===== config.mk =====
export PLATFORM = sky130hd
export DESIGN_NAME = control_sequencer_flat
export DESIGN_NICKNAME = d
export VERILOG_FILES = /design/src/rtl/control_sequencer_if.sv /design/src/rtl/control_sequencer.sv /design/src/flat_wrapper.sv
export SDC_FILE = /design/constraint.sdc
export NUM_CORES = 1
export LEC_CHECK = 0
export CELL_PAD_IN_SITES_DETAIL_PLACEMENT = 1
export CELL_PAD_IN_SITES_GLOBAL_PLACEMENT = 2
export CORE_MARGIN = 10
export CORE_UTILIZATION = 23
export CTS_CLUSTER_DIAMETER = 60
export DETAILED_ROUTE_END_ITERATION = 8
export PLACE_DENSITY = 0.93
export SLEW_MARGIN = 20
export SYNTH_ARGS = -nofsm -noshare
export SYNTH_HDL_FRONTEND = slang
export SYNTH_SLANG_ARGS = --single-unit

===== constraint.sdc =====
create_clock -name clock -period 3.3 [get_ports clock]
set_input_delay 0.66 -clock clock [delete_from_list [all_inputs] [get_ports clock]]
set_output_delay 0.66 -clock clock [all_outputs]
set_load 0.05 [all_outputs]

===== src/rtl/control_sequencer_if.sv =====
// Bus between the control sequencer and its datapath/decoder environment.
// mem_ready is the valid for instr; the sequencer is ready whenever it sits in FETCH with hold low, and ir_load marks the transfer.
interface control_sequencer_if;
  logic        hold;
  logic [31:0] instr;
  logic        mem_ready;
  logic [4:0]  alu_status;
  logic [32:0] dec_ctrl;
  logic [31:0] ir;
  logic [1:0]  step;
  logic [4:0]  status;
  logic [32:0] ctrl;
  logic        ir_load;
  logic        halted;
  logic        fault;
  logic [1:0]  dbg_phase;

  modport master (
    input  hold, instr, mem_ready, alu_status, dec_ctrl,
    output ir, step, status, ctrl, ir_load, halted, fault, dbg_phase
  );

  modport slave (
    output hold, instr, mem_ready, alu_status, dec_ctrl,
    input  ir, step, status, ctrl, ir_load, halted, fault, dbg_phase
  );
endinterface


===== src/rtl/control_sequencer.sv =====
// Multi-cycle CPU sequencer: fetches into IR, steps the per-class decoders, selects the
// datapath control word, and owns status flags, halt detection and fetch/exec watchdogs.
module control_sequencer #(
  parameter int MAX_EXEC_CYCLES = 4,
  parameter int FETCH_TIMEOUT   = 15
) (
  input logic                 clock,
  input logic                 reset_n,
  control_sequencer_if.master bus
);
  typedef enum logic [1:0] {
    FETCH = 2'd0,
    EXEC  = 2'd1,
    HALT  = 2'd2,
    FAULT = 2'd3
  } phase_t;

  localparam int EW = $clog2(MAX_EXEC_CYCLES + 1);
  localparam int FW = $clog2(FETCH_TIMEOUT + 1);
  localparam logic [EW-1:0] EXEC_LAST  = EW'(MAX_EXEC_CYCLES - 1);
  localparam logic [FW-1:0] FETCH_LAST = FW'(FETCH_TIMEOUT - 1);
  localparam logic [32:0] FETCH_WORD = 33'h0_0000_0100;
  // reg_w, ram_w, pc_fs and status_load: everything that commits state downstream
  localparam logic [32:0] WRITE_MASK = 33'h0_0000_02B4;

  phase_t        phase;
  logic [1:0]    step;
  logic [31:0]   ir;
  logic [4:0]    status;
  logic [EW-1:0] exec_cnt;
  logic [FW-1:0] fetch_cnt;
  logic [1:0]    ns;
  logic [32:0]   ctrl_sel;

  assign ns = bus.dec_ctrl[1:0];

  always_ff @(posedge clock or negedge reset_n) begin
    if (!reset_n) begin
      phase     <= FETCH;
      step      <= 2'b00;
      ir        <= 32'h0;
      status    <= 5'b0;
      exec_cnt  <= '0;
      fetch_cnt <= '0;
    end else if (!bus.hold) begin
      case (phase)
        FETCH: begin
          if (bus.mem_ready) begin
            ir        <= bus.instr;
            step      <= 2'b00;
            exec_cnt  <= '0;
            fetch_cnt <= '0;
            phase     <= (bus.instr == 32'h0) ? HALT : EXEC;
          end else if (fetch_cnt == FETCH_LAST) begin
            fetch_cnt <= '0;
            phase     <= FAULT;
          end else begin
            fetch_cnt <= fetch_cnt + 1'b1;
          end
        end
        EXEC: begin
          if (bus.dec_ctrl[2]) status <= bus.alu_status;
          if (ns == 2'b00) begin
            exec_cnt <= '0;
            phase    <= FETCH;
          end else if (exec_cnt == EXEC_LAST) begin
            exec_cnt <= '0;
            phase    <= FAULT;
          end else begin
            step     <= ns;
            exec_cnt <= exec_cnt + 1'b1;
          end
        end
        HALT:  ;
        FAULT: ;
        default: ;
      endcase
    end
  end

  always_comb begin
    ctrl_sel = '0;
    case (phase)
      FETCH: begin
        ctrl_sel = FETCH_WORD;
        if (bus.mem_ready) ctrl_sel[5:4] = 2'b01;
      end
      EXEC:    ctrl_sel = bus.dec_ctrl;
      default: ctrl_sel = '0;
    endcase
  end

  assign bus.ctrl      = bus.hold ? (ctrl_sel & ~WRITE_MASK) : ctrl_sel;
  assign bus.ir_load   = (phase == FETCH) && bus.mem_ready && !bus.hold;
  assign bus.ir        = ir;
  assign bus.step      = step;
  assign bus.status    = status;
  assign bus.halted    = (phase == HALT);
  assign bus.fault     = (phase == FAULT);
  assign bus.dbg_phase = phase;
endmodule


===== src/flat_wrapper.sv =====
// flat-port wrapper written by rule: the top's interface ports become plain ports
module control_sequencer_flat 
#(
  parameter int MAX_EXEC_CYCLES = 4,
  parameter int FETCH_TIMEOUT   = 15
)
  (clock, reset_n, bus_hold, bus_instr, bus_mem_ready, bus_alu_status, bus_dec_ctrl, bus_ir, bus_step, bus_status, bus_ctrl, bus_ir_load, bus_halted, bus_fault, bus_dbg_phase);
  control_sequencer_if bus_i ();
  input logic clock;
  input logic reset_n;
  input wire logic [$bits(bus_i.hold)-1:0] bus_hold;
  input wire logic [$bits(bus_i.instr)-1:0] bus_instr;
  input wire logic [$bits(bus_i.mem_ready)-1:0] bus_mem_ready;
  input wire logic [$bits(bus_i.alu_status)-1:0] bus_alu_status;
  input wire logic [$bits(bus_i.dec_ctrl)-1:0] bus_dec_ctrl;
  output wire logic [$bits(bus_i.ir)-1:0] bus_ir;
  output wire logic [$bits(bus_i.step)-1:0] bus_step;
  output wire logic [$bits(bus_i.status)-1:0] bus_status;
  output wire logic [$bits(bus_i.ctrl)-1:0] bus_ctrl;
  output wire logic [$bits(bus_i.ir_load)-1:0] bus_ir_load;
  output wire logic [$bits(bus_i.halted)-1:0] bus_halted;
  output wire logic [$bits(bus_i.fault)-1:0] bus_fault;
  output wire logic [$bits(bus_i.dbg_phase)-1:0] bus_dbg_phase;
  assign bus_i.hold = bus_hold;
  assign bus_i.instr = bus_instr;
  assign bus_i.mem_ready = bus_mem_ready;
  assign bus_i.alu_status = bus_alu_status;
  assign bus_i.dec_ctrl = bus_dec_ctrl;
  assign bus_ir = bus_i.ir;
  assign bus_step = bus_i.step;
  assign bus_status = bus_i.status;
  assign bus_ctrl = bus_i.ctrl;
  assign bus_ir_load = bus_i.ir_load;
  assign bus_halted = bus_i.halted;
  assign bus_fault = bus_i.fault;
  assign bus_dbg_phase = bus_i.dbg_phase;
  control_sequencer #(.MAX_EXEC_CYCLES(MAX_EXEC_CYCLES), .FETCH_TIMEOUT(FETCH_TIMEOUT)) u_core (.clock(clock), .reset_n(reset_n), .bus(bus_i));
endmodule

==> results.md <==
* Yosys reg bits at between 40 and 50
* Via count at roughly 2100
* Crit. End Element: output port
* Cells after Synth at 192
* Grt total ovfl at 0
* Status: complete, no violations
* Primary FF master, synth: dfrtp_1
* Drt first pass iters at 4
* Syn Nets at roughly 270
* CP Max Fanout at 26
* Worst rel slew slack at between 50% and 60%
* Initial DRC count at 71
* CTS root buf: clkbuf_8
* Tcrit/Tclk final at 91.6%
* Critical path launch point type: flop
* Worst hold path class: in2async
* Sequential-to-total area share from yosys stat at between 40% and 50%
* Tot GR Track Use at 11.2%
* Cell Pwr Density at 856 nW/µm²
* Placed cells at 473
* Worst Path Arrival at 2.36 ns
* Share of cells above drive strength 1 at about 19%
* Skew final at 0.00348 ns
* Worst-Margin Slew at 0.650 ns
* Starting Density at between 20% and 30%
* Number of global-route vias before repair at around 2400
* Io pins at ~150
* I/O Buffers at 150
* Fin. Hold Viols at 0
* Post-CTS setup buffers at 0
* Non-filler cells, final at around 480
* # hold bufs at CTS at 0
* Post-Route WL at around 9000 µm
* H-Tree Depth at 2
* DP Wirelength at about 7400 µm
* Finish-stage setup viols at 0
* Worst-Skew Late Latency at approximately 0.3 ns
* Core area at 10300 µm²
* Fill cells at about 1100
* Final #Nets at approximately 420
* Number of max-cap violations at 0
* Largest net degree at the start of global routing at 49
* Pleak at between 1.5 and 2 nW
* Post-synth EDFFs at 0
* Max Clk Rate at about 0.33 GHz
* CTS tree: built
* Min cycle time layout at 3.02 ns
* Async SR Flop Fraction at 100%
* PostCTS Resize Cnt at 0
* Crit path max-delay cell type: clkdlybuf4s50_1
* Row count at 37
* Clk sinks at 48
* Synth unique cells at 36
* Area Overhead vs Synth at 73.8%
* Critical Path RT at around 2.6 ns
* Crit Path Class: reg2out
* First-pass GRT wire length at roughly 13000 µm
* GPL Wtd Cong at between 0.7 and 0.8
* Chip height at between 100 and 150 µm
* Fin. max-slew vios at 0
* Die ar. at 15100 µm²
* Fin area at roughly 4200 µm²
* RSZ-0062 raised after global routing: no
* Detail Route Antenna Nets at 0
* Post-place instance area at between 4000 and 5000 µm²
* Clock buffer count from CTS at 5
* DRC Markers at 0
* CP cell instances: and2b_1 > and2_1 > clkdlybuf4s50_1
* Setup_tns at 0 ns
* Synthesis warning total at 0
* VDD IR max at 400 µV
* Die W at between 100 and 150 µm
* Routed len/inst at around 18 µm
* Critical Path Max Stage Delay at a little over 0.8 ns
* Reg clk slew, reported paths at ~0.09 ns
* Avg Cell Area, Syn at about 13 µm²
* Clock Path Buffers at 2
* Post-synthesis cell area at about 2400 µm²
* Initial antenna violation count at 0
* DR vias/cell at 4.34
-- synth_stat cells (all sizes together) (2+ instances only) --
cell type	count	share of area, %
dfrtp	48	49
mux2	37	21
and2	26	6.7
o21ai	10	2.1
nor4	8	2.1
buf	6	3.6
inv	5	0.77
nand2	5	0.77
and3	4	1.0
clkbuf	4	0.62
nor2	4	1.3
a21oi	3	0.62
ha	3	1.5
nand2b	3	0.77
nand3	3	0.62
o31ai	3	0.92
a21boi	2	0.62
a31o	2	0.72
nand4	2	0.51
nor3	2	0.41
o41ai	2	0.72
-- routing by layer --
layer  GRT usage, %  part of all wire, %  up-vias
met1           11.7                   36     1033
met5              0                    0        -
met2           21.5                   56       64
met4           2.87                  1.0        0
met3           3.01                  6.7        6
li1               -                    -      987
-- report_power, final --
part / total (mW) / internal, mW / switching [mW]
clock: 0.516 / 0.305 / 0.211
combinational: 2.10 / 0.817 / 1.28
sequential: 1.01 / 0.852 / 0.160
-- through the flow --
stage | power (mW) | setup WS, ns | utilization, % | hold WS (ns)
after global placement | 3.10 | 0.506 | 39.6 | 0.461
final | 3.62 | 0.277 | 41.0 | 0.368
after detailed placement | 3.15 | 0.461 | 39.6 | 0.483
after floorplan | 2.33 | 0.729 | - | 0.364
after CTS | 3.67 | 0.221 | 41.0 | 0.508
after global routing | 3.78 | 0.102 | 41.0 | 0.405
-- logic make-up after synthesis --
group	synth area share [%]
buf+inv	4.98
flops	49.3
mux	21.4
compound gates	7.24
fa+ha+maj	1.54
simple gates	15.5
-- critical path: cells and delay by family (launching register included) --
kind,cells,cell delay [ns]
buf+inv,1,0.82
flops,1,0.39
simple gates,2,0.85
-- final timing paths --
| check | start | to | slack, ns | cells after the start |
|---|---|---|---|---|
| worst max-delay path | u_core.bus.dbg_phase[1] | bus_ctrl[27] | 0.28 | 3 |
| worst min-delay path | reset_n | u_core.bus.ir[20] | 0.37 | 1 |
| worst max register to register | u_core.bus.dbg_phase[1] | u_core.bus.ir[31] | 1.16 | 5 |
| worst min register to register | u_core.exec_cnt[2] | u_core.exec_cnt[2] | 0.50 | 1 |
| max in group asynchronous | reset_n | u_core.bus.status[3] | 2.53 | 1 |
| min in group clock | u_core.exec_cnt[2] | u_core.exec_cnt[2] | 0.50 | 1 |
-- layout make-up --
class	instances	area [µm²]	area share, %
repair buffers	155	1590	37.5
flip-flops and latches	48	1200	28.4
multi-input cells	129	1110	26.3
well taps	136	170	4.02
clock buffers	5	68.8	1.63
clock inverters	3	68.8	1.63
inverters	5	18.8	0.443
diodes	1	2.50	0.0591
-- cell usage in the layout, fill, tap and decap left out, drive strengths merged, types with 2 or more instances in the layout --
cell type        n
a31o             2
nor3             2
nand2b           3
buf             15
and3             4
nor4             8
dfrtp           48
a21boi           2
nand2            5
o41ai            2
ha               3
nand3            3
clkdlybuf4s50  140
a21oi            3
and2            26
nand4            2
clkbuf           5
o21ai           10
bufinv           2
o31ai            3
inv              6
nor2             4
mux2            37
-- registers in the layout (all words and copies together) (netlist names) --
name / cells
u_core.fetch_cnt: 4
u_core.bus.status: 5
u_core.bus.dbg_phase: 2
u_core.exec_cnt: 3
u_core.bus.step: 2
u_core.bus.ir: 32
Note: power is estimated with default switching activity, not from simulation.
==> edit, RTL diff (config.mk and constraints unchanged) <==
One comparison of `fetch_cnt` changes from == to >=.
--- a/src/rtl/control_sequencer.sv
+++ b/src/rtl/control_sequencer.sv
@@ -51,7 +51,7 @@
             exec_cnt  <= '0;
             fetch_cnt <= '0;
             phase     <= (bus.instr == 32'h0) ? HALT : EXEC;
-          end else if (fetch_cnt == FETCH_LAST) begin
+          end else if (fetch_cnt >= FETCH_LAST) begin
             fetch_cnt <= '0;
             phase     <= FAULT;
           end else begin
Function: same outputs for any inputs over 10 cycles, from zero or initial values and one cycle with reset_n low; that may be too few to reach the edited logic, so the function may still have changed.
==> edit against the unedited design <==
Final cell count down 0.83%; sequential cell count unchanged; wire length down 4.8%; final area down 2.8%; setup slack better by 240 ps; die area about the same; maximum frequency up 8.6%; area after synthesis up 0.10%; power up 26%; critical endpoint is now bus_ctrl[8]; largest cell class unchanged.
==> edit: results (changes against the unedited design) <==
* Routed WL at 8440 um (was 8860 um)
* Seq/total area at 29.2% (was 28.4%)
* WP data arrival at 2130 ps (was 2360 ps)
* Worst VDD drop at 418 uV (was 400 uV)
* Status: finished, final reports clean (unchanged)
* Met2 WL at 3910 um (was 4950 um)
* Max FO, Critical Path at 1 (was 26)
* Synth Area in Adders at 1.54% (about the same)
* Number of non-clock buffers at 154 (was 155)
* Syn nets at 268 (was 269)
* Global-route wire length before repair at 12700 um (was 13300 um)
* Final Wtd Congestion at 0.711 (was 0.735)
* DR iter-0 viols at 93 (was 71)
* Top delay family on crit path: buffers and inverters (was simple AND/OR/NAND/NOR gates)
* Met1 usage at 11.6% (was 11.7%)
* Share of layout cells above drive strength 1 at 25.4% (was 18.6%)
* Number of global-route vias before repair at 2398 (was 2379)
* Compound-gate portion of the synthesized area at 7.29% (was 7.24%)
* Sw Share at 49.8% (was 45.5%)
* Post-synth cell types at 39 (was 36)
* Die Area at 0.0151 mm^2 (about the same)
* NonClk Buf Share at 36.1% (was 37.5%)
* Area of the multi-input gates at 0.00111 mm^2 (about the same)
* Multi-input combinational cell count at 128 (was 129)
* Logic power comb at 3000 uW (was 2100 uW)
* GRT Overall Usage at 10.6% (was 11.2%)
* Drt wl/cell at 17.7 um (was 18.4 um)
* Combinational share of power at 65.6% (was 57.9%)
* Fillers at 1130 (was 1117)
* Sequential fraction of the synthesis area at 49.3% (about the same)
* Clk. pwr at 494 uW (was 516 uW)
* P_leak at 0.00180 uW (was 0.00177 uW)
* Relative slew slack at 59.7% (was 56.7%)
-- edit: path summary, 6_finish.rpt --
path	to	cells past startpoint	slack [ps]	startpoint
max	bus_ctrl[8]	4	510	bus_dec_ctrl[8]
min	u_core.bus.ir[20]$_DFFE_PN0P_	1	370	reset_n
max reg2reg	u_core.bus.status[1]$_DFFE_PN0P_	3	1220	u_core.bus.dbg_phase[0]$_DFFE_PN0P_
min reg2reg	u_core.exec_cnt[2]$_DFFE_PN0P_	1	490	u_core.exec_cnt[2]$_DFFE_PN0P_
max in group asynchronous	u_core.exec_cnt[1]$_DFFE_PN0P_	1	2520	reset_n
min in group clock	u_core.exec_cnt[2]$_DFFE_PN0P_	1	490	u_core.exec_cnt[2]$_DFFE_PN0P_
-- edit: per-stage QoR --
stage          utilization, %  hold slack (ps)
2_1_floorplan               -              364
3_3_place_gp             38.6              461
3_5_place_dp             38.6              471
4_1_cts                  39.8              492
5_1_grt                  39.9              412
6_report                 39.9              369
